==> src/rtl/gray_counter_conv.sv <==
// gray_counter_conv: up/down binary+Gray counter (wrap or saturate) with an
// independent 2-stage binary<->Gray converter pipeline.
`default_nettype none

module gray_counter_conv #(
   parameter int WIDTH = 4,
   parameter int WRAP  = 1
) (
   input  logic             clk,
   input  logic             rst,
   input  logic             en,
   input  logic             up,
   input  logic             load,
   input  logic [WIDTH-1:0] load_val,
   input  logic             load_is_gray,
   output logic [WIDTH-1:0] cnt_bin,
   output logic [WIDTH-1:0] cnt_gray,
   output logic             sat,
   output logic             wrap_pulse,
   input  logic [WIDTH-1:0] conv_in,
   input  logic             conv_in_valid,
   input  logic             conv_dir,
   output logic [WIDTH-1:0] conv_out,
   output logic             conv_out_valid
);

   localparam logic [WIDTH-1:0] c_max = '1;
   localparam logic [WIDTH-1:0] c_min = '0;

   function automatic logic [WIDTH-1:0] f_bin2gray(input logic [WIDTH-1:0] b);
      return b ^ (b >> 1);
   endfunction

   function automatic logic [WIDTH-1:0] f_gray2bin(input logic [WIDTH-1:0] g);
      logic [WIDTH-1:0] b;
      b[WIDTH-1] = g[WIDTH-1];
      for (int i = WIDTH - 2; i >= 0; i--) begin
         b[i] = b[i+1] ^ g[i];
      end
      return b;
   endfunction

   logic [WIDTH-1:0] r_bin;
   logic [WIDTH-1:0] r_gray;
   logic             r_sat;
   logic             r_pulse;

   logic [WIDTH-1:0] w_next_bin;
   logic             w_next_sat;
   logic             w_next_pulse;
   logic             w_blocked;
   logic [WIDTH-1:0] w_stepped;

   always_comb begin
      w_next_bin   = r_bin;
      w_next_sat   = r_sat;
      w_next_pulse = 1'b0;
      w_blocked    = up ? (r_bin == c_max) : (r_bin == c_min);
      w_stepped    = up ? (r_bin + WIDTH'(1)) : (r_bin - WIDTH'(1));
      if (load) begin
         w_next_bin = load_is_gray ? f_gray2bin(load_val) : load_val;
         w_next_sat = 1'b0;
      end else if (en) begin
         if (!w_blocked) begin
            w_next_bin = w_stepped;
            w_next_sat = 1'b0;
         end else if (WRAP != 0) begin
            w_next_bin   = w_stepped;
            w_next_pulse = 1'b1;
         end else begin
            // Only the first blocked step pulses; repeated pushes into the limit stay quiet.
            w_next_sat   = 1'b1;
            w_next_pulse = ~r_sat;
         end
      end
   end

   // Gray is taken from the next binary value so both outputs change on the same edge.
   always_ff @(posedge clk or posedge rst) begin
      if (rst) begin
         r_bin   <= '0;
         r_gray  <= '0;
         r_sat   <= 1'b0;
         r_pulse <= 1'b0;
      end else begin
         r_bin   <= w_next_bin;
         r_gray  <= f_bin2gray(w_next_bin);
         r_sat   <= w_next_sat;
         r_pulse <= w_next_pulse;
      end
   end

   logic [WIDTH-1:0] r_s1_data;
   logic             r_s1_dir;
   logic             r_s1_valid;
   logic [WIDTH-1:0] r_s2_data;
   logic             r_s2_valid;
   logic [WIDTH-1:0] r_conv_out;
   logic             r_conv_valid;
   logic [WIDTH-1:0] w_conv;

   assign w_conv = r_s1_dir ? f_gray2bin(r_s1_data) : f_bin2gray(r_s1_data);

   always_ff @(posedge clk or posedge rst) begin
      if (rst) begin
         r_s1_data    <= '0;
         r_s1_dir     <= 1'b0;
         r_s1_valid   <= 1'b0;
         r_s2_data    <= '0;
         r_s2_valid   <= 1'b0;
         r_conv_out   <= '0;
         r_conv_valid <= 1'b0;
      end else begin
         r_s1_valid   <= conv_in_valid;
         r_s2_valid   <= r_s1_valid;
         r_conv_valid <= r_s2_valid;
         if (conv_in_valid) begin
            r_s1_data <= conv_in;
            r_s1_dir  <= conv_dir;
         end
         if (r_s1_valid) begin
            r_s2_data <= w_conv;
         end
         if (r_s2_valid) begin
            r_conv_out <= r_s2_data;
         end
      end
   end

   assign cnt_bin        = r_bin;
   assign cnt_gray       = r_gray;
   assign sat            = r_sat;
   assign wrap_pulse     = r_pulse;
   assign conv_out       = r_conv_out;
   assign conv_out_valid = r_conv_valid;

endmodule

`default_nettype wire

==> config.mk <==
export PLATFORM = sky130hd
export DESIGN_NAME = gray_counter_conv
export DESIGN_NICKNAME = d
export VERILOG_FILES = /design/src/rtl/gray_counter_conv.sv
export SDC_FILE = /design/constraint.sdc
export NUM_CORES = 1
export LEC_CHECK = 0
export ABC_AREA = 1
export CAP_MARGIN = 25
export CORE_MARGIN = 1.5
export CORE_UTILIZATION = 54
export CTS_BUF_LIST = sky130_fd_sc_hd__clkbuf_4
export CTS_CLUSTER_SIZE = 14
export DETAILED_ROUTE_END_ITERATION = 10
export PLACE_DENSITY = 0.87
export SLEW_MARGIN = 10
export SYNTH_ARGS = -nofsm -noshare
export SYNTH_HDL_FRONTEND = slang
export SYNTH_SLANG_ARGS = --single-unit
==> constraint.sdc <==
create_clock -name clk -period 2.4 [get_ports clk]
set_input_delay 0.48 -clock clk [delete_from_list [all_inputs] [get_ports clk]]
set_output_delay 0.48 -clock clk [all_outputs]
set_load 0.005 [all_outputs]
=== Yosys cells after proc, flatten, opt, wreduce, memory -nomap -nowiden ===
Index checks and enable logic that the tools add are counted.

* Register bits: 26
* Latch bits: 0
* RAM bits: 0
* ROM bits: 0
* Input port bits: 16
* Output and inout port bits: 15
* Word-level logic and storage cells: 38
* Memories: 0

* Add/subtract/negate cells: 2
* Multiply operators: 0
* Div/mod/pow operators: 0
* Order comparisons: 0
* Equality and inequality tests: 2
* Shift-type cells: 0
* Muxes and demuxes: 12
* Bitwise gates (word level): 8
* Reductions and logical operators: 3

{| class="wikitable"
|+ Operators by type and width
! operator !! count
|-
| 2-to-1 mux 4 bit || 4
|-
| bitwise XOR 4 x 3 -> 4 bit || 2
|-
| 2-to-1 mux 1 bit || 7
|-
| bitwise XOR 1 bit || 6
|-
| adder 4 x 1 -> 4 bit, second input constant || 1
|-
| equality test 4 bit, second input constant || 1
|-
| zero test 4 bit || 1
|-
| subtractor 4 x 1 -> 4 bit, second input constant || 1
|-
| 2-to-1 mux 3 bit || 1
|-
| inequality test 2 bit, second input constant || 1
|-
| AND reduction 2 bit || 1
|-
| nonzero test 2 bit || 1
|}

=== Depth between registers and ports, before layout ===
Gate-level depths: netlist of run 1.

* Word-level depth: 6
* Mapped depth: 12

=== Worst setup path before layout of run 1 ===
OpenSTA, ideal clock, no wires.

* Kind: input -> register
* Start point: input port up
* End point: register r_gray[2], in the netlist cnt_gray[2]
* Arrival time: 1.425 ns
* Required time: 2.284 ns
* Path slack: 0.858 ns
* Stages: 11
* Buffers on the path: 0
* Path through: inv_2 -> ha_1 -> or2_1 -> nand2_1 -> nand2_1 -> nand2_1 -> nand2_1 -> nand3_1 -> nand2_1 -> nand2_1 -> nand2_1

* Word-level cells in the longest chain between the ends: 4

{| class="wikitable"
|+ Ends and longest elaborated chain
! item !! RTL line !! RTL
|-
| start: declaration || 12 || <nowiki>input logic up,</nowiki>
|-
| 2-to-1 mux 4 bit || 59 || <nowiki>w_stepped = up ? (r_bin + WIDTH'(1)) : (r_bin - WIDTH'(1));</nowiki>
|-
| 2-to-1 mux 4 bit || 63 || <nowiki>end else if (en) begin</nowiki>
|-
| 2-to-1 mux 4 bit || 60 || <nowiki>if (load) begin</nowiki>
|-
| via w_next_bin[3] || 48 || <nowiki>logic [WIDTH-1:0] w_next_bin;</nowiki>
|-
| bitwise XOR 4 x 3 -> 4 bit || 31 || <nowiki>return b ^ (b >> 1);</nowiki>
|-
| end signal: assignment || 87 || <nowiki>r_gray <= f_bin2gray(w_next_bin);</nowiki>
|-
| end: declaration || 44 || <nowiki>logic [WIDTH-1:0] r_gray;</nowiki>
|}

The timed path passes the listed nets, and every way through them passes these cells.
A chain may end at the register's enable or synchronous reset.

=== Worst setup path after layout of run 1 ===
Same ends and word-level chain as after synthesis.

==> impl_metrics.yaml, run 1 <==
run_status:
  status: "finished clean"
synthesis:
  synth_area_sq_um: 1230
  synth.avg_cell_area_sq_um: 8.34
  netlist_instances: 148
  ys_types: 25
  yosys_warnings: 0
  yosysSeqAreaShare_pct: 48.7
  ys_ff_latch: 24
  synth_fp_nets: 167
timing:
  clock-skew-final_ns: 0.00210
  tns_ns: 0
  timing.final.crit_share_pct: 83.6
  setup_viol: 0
  drv_slew: 0
  hold_violations: 0
  rsz0062_at_grt: "no"
  fin_crit_ns: 2.01
  holdWs_ns: 0.485
  fmax_ghz: 0.499
cts:
  clockBufferDepth: 2
  path_clk_slew_ns: 0.12
  clock_latency_ns: 0.31
  cts_hold_buf: 0
  clock-root-buffer: "clkbuf_4"
  cts-resized-gates: 0
  htreeDepth: 1
  numClockSinks: 24
  post_cts_buffers: 0
  cts_tree: "done"
  numCtsBuffers: 3
placed_design:
  io_buffers: 29
  hpwl_um: 2030
  gp_congestion: 0.822
floorplan:
  io_pins: 31
  die_h_um: 50.8
  die-width_um: 50.8
  fp.coreArea_sq_um: 2190
  initial_utilization_pct: 56.3
  rows: 17
  die-area_sq_um: 2580
layout:
  drive_above_1_share_pct: 12.8
  diodes: 0
  fin_nets: 199
  nFillCells: 169
  syn_to_final_growth_pct: 29.7
global_route:
  antenna_found_initial: 0
  overflow: 0
  grt_first_pass_wirelength_um: 4610
  gr-usage-all-layers_pct: 24.2
  grt_max_degree: 25
  grt_pass1_vias: 1053
critical_path:
  slowest_delay_ns: 0.57
  regToRegStartpoint: "cnt_bin[0]"
  crit_fanout: 4
  cp_common_cell: "nand2_1"
  slowest_stage: "clkdlybuf4s50_1"
  end_kind: "flop"
  worstPathRequired_ns: 2.62
  cp.arrival_ns: 2.23
  timing.rr.end: "cnt_gray[0]"
  crit_buf_inv: 2
  reg2reg_slack_ns: 0.72
  startpoint_type: "input pin"
  reg2regPathDepth: 6
  path_delay_family: "simple AND/OR/NAND/NOR gates"
  critPathKind: "in2reg"
  crit_chain: "clkdlybuf4s50_1 > inv_2 > ha_1 > or2_1 > nand2_1 > nand2_1 > nand2_1 > nand2_1 > nand3_1 > nand2_1 > nand2_1 > nand2_1"
detailed_routing:
  vias: 1085
  vias_per_cell: 5.24
  routed_wl_um: 2610
  antenna_left: 0
  drc: 0
  first_iter_violations: 35
  drtPass1Iterations: 4
  wl_per_cell_um: 12.6
worst_hold_path:
  hold_path.class: "in2async"
pwr:
  ir_worst_vdd_mv: 0.449
  power_leakage_nw: 0.798
  powerDensity_nw_per_um2: 675
job:
  max_cap_viol_count: 0
where the power goes:
| part | total (mW) | switching [mW] | internal, mW |
|---|---|---|---|
| clock | 0.288 | 0.119 | 0.169 |
| sequential | 0.497 | 0.0384 | 0.459 |
| combinational | 0.295 | 0.140 | 0.154 |
| total | 1.08 | 0.298 | 0.782 |
worst reg2reg max path: stages (launching register included):
cell and delay (ns):
dfrtp_1 0.45, inv_1 0.12, fa_1 0.50, o211ai_2 0.21, a21boi_2 0.20, nand3_1 0.08, nand2_1 0.07
cells in the final DEF (no fill, tap or decap), types with 3 or more instances in the layout:
cell type        synthesis  layout
o21ai_0                  9       9
dfrtp_1                 24      24
nand3_1                 14      14
inv_1                   16      16
clkdlybuf4s50_1          0      29
nand2_2                  5       5
a21oi_1                  4       4
nand2_1                 43      43
inv_2                    6       6
nor2_1                   5       5
clkbuf_4                 0       3
mux2_2                   3       3
worst max path at each step:
stage / startpoint / end / slack [ns] / cells after the start
final: up / cnt_gray[2] / 0.39 / 12
after global routing: up / cnt_gray[2] / 0.27 / 12
after CTS: up / cnt_gray[2] / 0.38 / 12
after detailed placement: up / cnt_gray[2] / 0.04 / 12
after global placement: up / cnt_gray[2] / 0.21 / 12
after floorplan: up / cnt_gray[2] / 0.86 / 11
Yosys cell counts:
master / instances / area share (%)
fa_1: 1 / 1.6
a21boi_2: 1 / 0.91
mux2_2: 3 / 2.7
conb_1: 1 / 0.30
nand2_4: 1 / 0.91
a21oi_2: 1 / 0.71
xor2_1: 2 / 1.4
or3_1: 1 / 0.51
ha_1: 2 / 2.0
inv_1: 16 / 4.9
dfrtp_1: 24 / 49
nand2_1: 43 / 13
clkbuf_1: 1 / 0.30
inv_2: 6 / 1.8
o21ai_0: 9 / 3.7
buf_4: 2 / 1.2
o211ai_2: 1 / 1.0
a21oi_1: 4 / 1.6
a41oi_1: 2 / 1.4
nand3_1: 14 / 5.7
a31oi_1: 1 / 0.51
nand2_2: 5 / 2.5
or2_1: 1 / 0.51
nor2_1: 5 / 1.5
nor3_1: 1 / 0.41
cells by family (layout without fill, tap and decap cells):
family                   count (synthesis)  in the layout  synth area share [%]
AND/OR/NAND/NOR                         71             71                  25.2
buffers and inverters                   25             56                  8.21
flip-flops                              24             24                  48.7
AO/OA/AOI/OAI                           19             19                  9.84
adder cells (fa/ha/maj)                  3              3                  3.65
multiplexers                             3              3                  2.74
XOR/XNOR                                 2              2                  1.42
other                                    1              1                 0.304
per-layer routing:
layer	up-vias	wire length [um]	track usage, %	share of wire [%]
met2	33	1360	40.8	52
met5	-	0	0	0
li1	533	-	-	-
met1	513	1090	29.6	42
met4	0	41	12.2	1.6
met3	6	130	4.76	5.0
registers in the layout (all words and copies together) (netlist names), 3 cells and up:
register	flops
r_s2_data	4
r_s1_data	4
conv_out	4
cnt_gray	3
cnt_bin	4
final cells by class:
cell class	count	area, sq um	share of cell area [%]
multi-input cells	99	532	33.2
well taps	28	35.0	2.19
flip-flops and latches	24	601	37.5
repair buffers	30	298	18.6
clock buffers	3	22.5	1.41
inverters	22	82.6	5.16
clock inverters	1	30.0	1.88
per-stage QoR:
stage	total power, mW	instances	utilization, %	worst slack [ns]	instance area, sq um
5_1_grt	1.14	207	73.0	0.272	1600
3_3_place_gp	0.776	203	70.6	0.210	1550
3_5_place_dp	0.797	203	70.6	0.0437	1550
6_report	1.08	207	73.0	0.395	1600
2_1_floorplan	0.651	148	-	0.858	1230
4_1_cts	1.09	207	73.0	0.385	1600
Note: power is estimated with default switching activity, not from simulation.
==> inputs of run 2 (changes only) <==
--- a/config.mk
+++ b/config.mk
@@ -8,11 +8,11 @@
 export ABC_AREA = 1
 export CAP_MARGIN = 25
 export CORE_MARGIN = 1.5
-export CORE_UTILIZATION = 54
+export CORE_UTILIZATION = 45
 export CTS_BUF_LIST = sky130_fd_sc_hd__clkbuf_4
 export CTS_CLUSTER_SIZE = 14
 export DETAILED_ROUTE_END_ITERATION = 10
-export PLACE_DENSITY = 0.87
+export PLACE_DENSITY = 0.77
 export SLEW_MARGIN = 10
 export SYNTH_ARGS = -nofsm -noshare
 export SYNTH_HDL_FRONTEND = slang
==> constraint.sdc (replaced) <==
create_clock -name clk -period 1.8 [get_ports clk]
set_input_delay 0.36 -clock clk [delete_from_list [all_inputs] [get_ports clk]]
set_output_delay 0.36 -clock clk [all_outputs]
set_load 0.005 [all_outputs]
==> impl_metrics.yaml, run 2 (synthesis gave the netlist of run 1 again) <==
detailed_routing:
  drc: 0
  wl_per_cell_um: 11.2
  drtPass1Iterations: 4
  vias_per_cell: 5.00
  routed_wl_um: 2360
  antenna_left: 0
  first_iter_violations: 20
  vias: 1056
floorplan:
  initial_utilization_pct: 48.5
  rows: 18
  die-width_um: 55.4
  fp.coreArea_sq_um: 2540
  io_pins: 31
  die-area_sq_um: 3060
  die_h_um: 55.4
critical_path:
  reg2regPathDepth: 6
  slowest_stage: "clkdlybuf4s50_1"
  reg2reg_slack_ns: 0.17
  end_kind: "output port"
  path_delay_family: "buffers and inverters"
  crit_chain: "buf_4 > clkdlybuf4s50_1"
  crit_fanout: 4
  critPathKind: "reg2out"
  cp.arrival_ns: 1.29
  startpoint_type: "flop"
  worstPathRequired_ns: 1.44
  crit_buf_inv: 2
  worst-path-stages: 2
  slowest_delay_ns: 0.50
cts:
  clock_latency_ns: 0.30
  numClockSinks: 24
  clockBufferDepth: 2
  path_clk_slew_ns: 0.12
  cts_tree: "done"
  clock-root-buffer: "clkbuf_4"
  numCtsBuffers: 3
  post_cts_buffers: 0
  htreeDepth: 1
pwr:
  pwr-share-seq_pct: 51.8
  switching_share_pct: 29.3
  combinationalPowerShare_pct: 30.9
  power_leakage_nw: 0.800
  ir_worst_vdd_mv: 0.704
  power_switching_uw: 372
  power_frac_clock_pct: 17.4
  powerDensity_nw_per_um2: 798
  p_int_uw: 900
global_route:
  gr-usage-all-layers_pct: 16.6
  grt_max_degree: 25
  grt_first_pass_wirelength_um: 4220
  overflow: 0
  grt_pass1_vias: 980
  antenna_found_initial: 0
layout:
  layout_common_cells: "43 x nand2_1, 28 x clkdlybuf4s50_1, 24 x dfrtp_1, 16 x inv_1, 14 x nand3_1"
  drive_above_1_share_pct: 13.8
  register_area_sq_um: 601
  multi_input_area_sq_um: 532
  fin_nets: 202
  syn_to_final_growth_pct: 29.2
  utilization_pct: 62.6
  final_area_sq_um: 1590
  layout_commonest_cell: "nand2_1"
  diodes: 0
  nFillCells: 220
timing:
  clock-skew-final_ns: 0.00288
  tns_ns: 0
  drv_slew: 0
  hold_violations: 0
  setup_viol: 0
  fin_crit_ns: 1.65
  rsz0062_at_grt: "no"
  fmax_ghz: 0.604
  timing.final.crit_share_pct: 91.9
placed_design:
  hpwl_um: 1900
  io_buffers: 29
  placed_area_sq_um: 1570
  gp_congestion: 0.811
job:
  max_cap_viol_count: 0
worst_hold_path:
  hold_path.class: "in2async"
run_status:
  status: "finished clean"
## run 2: cell types whose count changed in the layout (fill, tap and decap cells not counted), sizes merged
cell           previous run  this run
buf                       1         4
clkdlybuf4s50            29        28
dlygate4sd2               0         1
bufinv                    1         0
## run 2: worst reg2reg max path: cells and delay by family (launching register included)
kind,cells,cell delay [ns]
AO/OA/AOI/OAI,2,0.41
adder cells (fa/ha/maj),1,0.47
buffers and inverters,1,0.10
flip-flops,1,0.45
AND/OR/NAND/NOR,2,0.15
## run 2: metal layers
metal	up-vias	share of wire (%)	global-route usage [%]
met2	28	48	27.0
met1	491	47	22.8
met3	2	4.5	3.98
met4	0	0.55	3.14
met5	-	0	0
li1	535	-	-
## run 2: final cells by class
| cell class | instances | share of cell area (%) |
|---|---|---|
| multi-input cells | 99 | 33.4 |
| inverters | 22 | 5.18 |
| clock buffers | 3 | 1.41 |
| flip-flops and latches | 24 | 37.7 |
| repair buffers | 33 | 20.0 |
| well taps | 30 | 2.35 |
## run 2: final timing paths
path	end	start
setup / recovery	cnt_bin[0]	cnt_bin[0]
hold / removal	conv_out[0]	rst
setup reg to reg	cnt_gray[0]	cnt_bin[1]
hold reg to reg	r_s2_valid	r_s1_valid
max in group asynchronous	r_s2_data[3]	rst
min in group clk	r_s2_valid	r_s1_valid
## run 2: power by group through the flow
stage / Clock (mW) / Combinational (mW) / Sequential [mW]
final: 0.221 / 0.393 / 0.659
after global routing: 0.247 / 0.442 / 0.669
after CTS: 0.228 / 0.397 / 0.659
after detailed placement: 0 / 0.395 / 0.670
after global placement: 0 / 0.380 / 0.666
after floorplan: 0 / 0.202 / 0.666
## run 2: timing repair
item                                    CTS  global route
resized for setup                         1             0
endpoints found under the setup margin    1             0
hold buffers                              0             0
## run 2: metrics by stage
step           hold slack (ns)  setup WS [ns]  instances  total power, mW
2_1_floorplan            0.375          0.294        148            0.868
3_3_place_gp             0.467         -0.262        208             1.05
3_5_place_dp             0.478         -0.380        208             1.07
4_1_cts                  0.397          0.129        211             1.28
5_1_grt                  0.409         0.0465        211             1.36
6_report                 0.393          0.145        211             1.27
==> inputs of run 3 (changes only) <==
--- a/config.mk
+++ b/config.mk
@@ -10,7 +10,6 @@
 export CORE_MARGIN = 1.5
 export CORE_UTILIZATION = 45
 export CTS_BUF_LIST = sky130_fd_sc_hd__clkbuf_4
-export CTS_CLUSTER_SIZE = 14
 export DETAILED_ROUTE_END_ITERATION = 10
 export PLACE_DENSITY = 0.77
 export SLEW_MARGIN = 10
==> results of run 3 <==
Same layout as run 2: the final DEF is identical, and so are final timing and power.
